## config.mk

```make
export PLATFORM = sky130hd
export DESIGN_NAME = mux2_rr_arbiter
export DESIGN_NICKNAME = d
export VERILOG_FILES = /design/src/rtl/mux2_rr_arbiter.sv
export SDC_FILE = /design/constraint.sdc
export NUM_CORES = 1
export LEC_CHECK = 0
export CORE_MARGIN = 2
export CORE_UTILIZATION = 35
export CTS_CLUSTER_SIZE = 14
export DETAILED_ROUTE_END_ITERATION = 10
export PLACE_DENSITY = 0.78
export SLEW_MARGIN = 20
export SYNTH_ARGS = -nofsm -noshare
export SYNTH_HDL_FRONTEND = slang
export SYNTH_SLANG_ARGS = --single-unit
export TNS_END_PERCENT = 100
```

## constraint.sdc

```tcl
create_clock -name clk -period 1.75 [get_ports clk]
set_input_delay 0.2625 -clock clk [delete_from_list [all_inputs] [get_ports clk]]
set_output_delay 0.2625 -clock clk [all_outputs]
set_load 0.03 [all_outputs]
```

## src/rtl/mux2_rr_arbiter.sv

```systemverilog
// Round-robin owner for a shared 2:1 mux with a per-owner hold limit and a valid/ready output.
// Optional grant counters (cnt0/cnt1) are built when MUX_ARB_CNT_EN is defined.
`timescale 1ns/1ps

module mux2_rr_arbiter #(
   parameter int WIDTH    = 8,
   parameter int MAX_HOLD = 4
) (
   input  logic             clk,
   input  logic             rst_n,
   input  logic             req0,
   input  logic [WIDTH-1:0] d0,
   input  logic             req1,
   input  logic [WIDTH-1:0] d1,
   input  logic             out_ready,
   output logic [WIDTH-1:0] y,
   output logic             y_valid,
   output logic             gnt0,
   output logic             gnt1,
   output logic             s,
   output logic             busy
`ifdef MUX_ARB_CNT_EN
   ,
   output logic [15:0]      cnt0,
   output logic [15:0]      cnt1
`endif
);

   localparam int BEATS_W = (MAX_HOLD > 0) ? $clog2(MAX_HOLD + 1) : 1;
   // The counter parks at MAX_HOLD-1, so a long solo burst still switches on the next beat.
   localparam logic [BEATS_W-1:0] BEATS_SAT =
      (MAX_HOLD > 0) ? BEATS_W'(MAX_HOLD - 1) : {BEATS_W{1'b1}};

   typedef enum logic [1:0] {
      IDLE = 2'd0,
      OWN0 = 2'd1,
      OWN1 = 2'd2
   } state_t;

   state_t             state, state_nxt;
   logic               s_nxt;
   logic               last, last_nxt;
   logic [BEATS_W-1:0] beats, beats_nxt;

   logic transfer;
   logic hold_hit;
   logic take;
   logic take_owner;

   assign y        = s ? d1 : d0;
   assign y_valid  = ((state == OWN0) && req0) || ((state == OWN1) && req1);
   assign transfer = y_valid && out_ready;
   assign gnt0     = transfer && (state == OWN0);
   assign gnt1     = transfer && (state == OWN1);
   assign busy     = (state != IDLE);
   assign hold_hit = (MAX_HOLD != 0) && transfer && (beats == BEATS_SAT);

   always_comb begin
      // NOTE: every variable gets a default before the case so no path leaves it unassigned (no latch).
      state_nxt  = state;
      s_nxt      = s;
      last_nxt   = last;
      beats_nxt  = beats;
      take       = 1'b0;
      take_owner = 1'b0;

      unique case (state)
         IDLE: begin
            if (req0 && req1) begin
               take       = 1'b1;
               take_owner = ~last;
            end else if (req0 || req1) begin
               take       = 1'b1;
               take_owner = req1;
            end
         end
         OWN0: begin
            if (!req0) begin
               if (req1) begin
                  take       = 1'b1;
                  take_owner = 1'b1;
               end else begin
                  state_nxt = IDLE;
               end
            end else if (hold_hit && req1) begin
               take       = 1'b1;
               take_owner = 1'b1;
            end else if (transfer && (beats != BEATS_SAT)) begin
               beats_nxt = beats + 1'b1;
            end
         end
         OWN1: begin
            if (!req1) begin
               if (req0) begin
                  take       = 1'b1;
                  take_owner = 1'b0;
               end else begin
                  state_nxt = IDLE;
               end
            end else if (hold_hit && req0) begin
               take       = 1'b1;
               take_owner = 1'b0;
            end else if (transfer && (beats != BEATS_SAT)) begin
               beats_nxt = beats + 1'b1;
            end
         end
         default: state_nxt = IDLE;
      endcase

      // A new owner always restarts its burst count and becomes the round-robin reference.
      if (take) begin
         state_nxt = take_owner ? OWN1 : OWN0;
         s_nxt     = take_owner;
         last_nxt  = take_owner;
         beats_nxt = '0;
      end
   end

   always_ff @(posedge clk) begin
      // NOTE: reset is sampled on the clock edge only; rst_n is not in the sensitivity list.
      if (!rst_n) begin
         state <= IDLE;
         s     <= 1'b0;
         last  <= 1'b1;
         beats <= '0;
      end else begin
         // NOTE: non-blocking assignments so every register updates from the same pre-edge values.
         state <= state_nxt;
         s     <= s_nxt;
         last  <= last_nxt;
         beats <= beats_nxt;
      end
   end

`ifdef MUX_ARB_CNT_EN
   always_ff @(posedge clk) begin
      if (!rst_n) begin
         cnt0 <= '0;
         cnt1 <= '0;
      end else begin
         if (gnt0) cnt0 <= cnt0 + 16'd1;
         if (gnt1) cnt1 <= cnt1 + 16'd1;
      end
   end
`endif

endmodule

```

# Word level (Yosys, flattened, before mapping)
# Cells that the tools add are included.
# totals
out_inout_bits	13
register_bits	7
# op_classes
reduce_logical	18
n_mux	26
n_bitwise	2
addsub	1
n_eq_ne	13
# ops
operator	count
3-bit 2-to-1 mux	5
2-bit 2-to-1 mux	6
3-bit inequality test, second input constant	4
1-bit logical AND	10
1-bit 2-to-1 mux	10
2-bit inequality test, second input constant	5
5-bit AND reduction	2
8-bit 2-to-1 mux	1
2-bit one-hot mux with 3 select lines	1
3-bit one-hot mux with 2 select lines	1
2-bit nonzero test	2
3-bit by 1-bit adder with 3-bit output, second input constant	1
3-bit by 2-bit equality test with 1-bit output, second input constant	1
3-bit by 2-bit inequality test with 1-bit output, second input constant	1
1-bit one-hot mux with 3 select lines	1
2-bit by 1-bit equality test with 1-bit output, second input constant	1
2-bit equality test, second input constant	1
2-bit zero test	1
1-bit logical OR	2
1-bit inverter	2
1-bit one-hot mux with 2 select lines	1
2-bit OR reduction	1

# Logic depth before layout (Yosys ltp)
# logic_depth
ltp_word	11
depth_mapped	6
ltp_nobuf	6

# Worst setup path after synthesis
# OpenSTA, ideal clock, no wires.
# synth_path
path_type	flip-flop to output port
startpoint	reg s
endpoint	out y[0]
stages_incl_launch_ff	3
path_slack_ns	0.212
arrival_time_ns	1.275
required_time_ns	1.487
path_cell_list	dfxtp_1 -> clkbuf_1 -> mux2_2
# synth_via
elab_chain_cells	1
# synth_lines
item	line	rtl
start: declaration	20	output logic s,
start signal: assignment	129	s <= s_nxt;
8-bit 2-to-1 mux	50	assign y = s ? d1 : d0;
end: declaration	16	output logic [WIDTH-1:0] y,
# No other way between the ends.

# Worst setup path after layout
# layout_path
startpoint	in req0
endpoint	out gnt0
# layout_via
elab_chain_cells	4
# layout_lines
item	line	rtl
start: declaration	11	input logic req0,
1-bit logical AND	51	assign y_valid = ((state == OWN0) && req0) || ((state == OWN1) && req1);
1-bit logical OR	51	
1-bit logical AND	52	assign transfer = y_valid && out_ready;
1-bit logical AND	53	assign gnt0 = transfer && (state == OWN0);
end: declaration	18	output logic gnt0,
# No other way between the ends.

==> impl_metrics.yaml <==
run_status:
  status: "finished clean"
global_route:
  track_usage: 0.163
  grt_max_degree: 10
  overflow: 0
  grt_pass1_vias: 577
  grt_pass1_wl_um: 2210
  grt_antenna_before_repair: 0
final_layout:
  syn_to_final_growth_pct: 73.8
  post-route-util: 0.633
  drive_gt1_frac: 0.337
  nets: 128
  fin_area_sq_um: 920
  antenna_cells: 0
  final-instance-count-excl-fill: 120
placed_design:
  port_buffers: 33
  placedCellCount: 116
  post-place-ws_ps: 47.4
  place.gp.congestion: 0.759
  placed_cell_area_sq_um: 890
  hpwl_um: 1130
critical_path:
  cp.required_ps: 1490
  cp-start-kind: "input port"
  setup.worst_path.end_class: "output port"
  worstRegToRegCells: 6
  cp.arrival_ps: 1380
  r2r_slack_ps: 210
  reg2reg_to: "last"
  timing.rr.start: "beats[0]"
  crit_fanout: 6
  crit_type: "input port to output port"
floorplan:
  die_w_um: 42.9
  fp-row-count: 14
  coreArea_sq_um: 1450
  die_area_sq_um: 1840
  die_h_um: 42.9
  start_util: 0.364
  num_io_pins: 34
power:
  peakVddDrop_uv: 378
  p_per_area_nw_per_um2: 598
  fin_total_pwr_mw: 0.550
  cellLeakagePower_nw: 0.414
clock_tree:
  cts_hold_buf: 0
  cts_tree: "done"
  cts_max_path_buffers: 2
  clock_sinks: 7
  cts_buffers: 3
  insertion_delay_ps: 260
  clk_pin_slew_worst_paths_ps: 60
  cts_max_level: 1
  cts_root_buf: "clkbuf_4"
sta:
  period_share: 0.937
  setup-tns-final_ps: 0
  slew_viol_final: 0
  relSlewSlack: 0.799
  finalClockSkew_ps: 8.30
  setup_viol: 0
  fmax_mhz: 610
  worstMarginPinSlew_ps: 301
  fin_crit_ps: 1640
  rsz0062_at_grt: "no"
  whs_ps: 531
  worst_slack_ps: 111
  final-hold-violation-count: 0
synth:
  synth_cell_types: 28
  syn_area_sq_um: 529
  mappedNetlistNets: 86
  netlist_instances: 63
  async_reset_ff_frac: 0
  avgSynthCellArea_sq_um: 8.40
  synth_top_flop_cell: "dfxtp_1"
  synth_seq_cells: 7
  synth_warnings: 0
  ys_seq_area_frac: 0.265
  synth_edf_count: 0
hold_path:
  hold_end: "last"
  min_path_cells: 1
  min-delay-start: "last"
  min_path_type: "flop to flop"
run:
  max_cap_viol_count: 0
drt:
  wl_per_cell_um: 11.1
  vias_per_cell: 5.13
  dr.pass1.iters: 2
  drcViolationCount: 0
  num_vias: 616
  drt_iter0_drc: 3
  routed_wl_um: 1340
  antenna_left: 0
placed cells by master (no fill, tap or decap), types with 2 or more instances in the layout:
cell type	instances
inv_1	4
and3_1	3
nand3_1	2
nor2_1	2
a21oi_1	2
a31o_2	2
nand2b_1	3
dfxtp_1	7
nor2b_1	2
clkbuf_4	3
buf_4	17
nand2_1	5
clkdlybuf4s50_1	21
o21ai_0	2
mux2_2	8
o2bb2ai_1	2
and3b_1	2
and2_1	2
sequential cells by signal, indices dropped and copies added (netlist names):
signal,cells
state,2
last,1
beats,3
s,1
routing by layer:
metal / vias to the layer above / share of wire / track usage
li1: 309 / - / -
met1: 269 / 0.40 / 0.152
met2: 34 / 0.48 / 0.300
met3: 4 / 0.093 / 0.0468
met4: 0 / 0.028 / 0.113
met5: - / 0 / 0
power by group:
group,switching [mW],internal [mW]
Combinational,0.107,0.118
Sequential,0.00691,0.168
Clock,0.0630,0.0872
how the worst max path moves through the flow:
| stage | start | end | slack, ps | cells past startpoint |
|---|---|---|---|---|
| finish | req0 | gnt0 | 110 | 4 |
| global route | req0 | y_valid | 20 | 5 |
| floorplan | s | y[0] | 210 | 2 |
| global placement | req0 | last | 80 | 5 |
| CTS | req0 | y_valid | 70 | 5 |
| detailed placement | req0 | last | 50 | 5 |
Yosys cell counts, drive strengths merged, types with 2 or more instances:
cell type,count,share of area
o2bb2ai,2,0.033
a21oi,2,0.019
inv,4,0.028
nor2b,2,0.024
and3b,2,0.033
dfxtp,7,0.26
ha,2,0.047
o21ai,3,0.035
nand3,2,0.019
nand2b,3,0.035
mux2,8,0.17
and2,2,0.024
and3,3,0.035
nand2,6,0.047
nor2,3,0.021
a31o,3,0.050
final cells by class:
class | instances | area [sq um]
Multi-Input combinational cell | 50 | 372
Fill cell | 129 | 534
Timing Repair Buffer | 39 | 347
Clock buffer | 4 | 26.3
Sequential cell | 7 | 140
Inverter | 4 | 15.0
Tap cell | 16 | 20.0
kinds of logic (layout without fill, tap and decap cells):
| kind of cell | Yosys count | in the layout | share of synthesized area |
|---|---|---|---|
| multiplexers | 8 | 8 | 0.170 |
| buffers and inverters | 6 | 47 | 0.0425 |
| adder cells (fa/ha/maj) | 2 | 2 | 0.0473 |
| flip-flops | 7 | 7 | 0.265 |
| XOR/XNOR | 1 | 1 | 0.0166 |
| AO/OA/AOI/OAI | 13 | 13 | 0.184 |
| AND/OR/NAND/NOR | 26 | 26 | 0.274 |
worst max-delay path, cell delays in order:
cell and delay, ps:
clkdlybuf4s50_1 550, and3b_1 260, and2_1 150, buf_4 150
timing repair:
action	4_1_cts	5_1_grt
endpoints found under the setup margin	1	2
resized for setup	1	2
setup buffers	0	0
No activity file was read; power rests on OpenSTA's default activity.
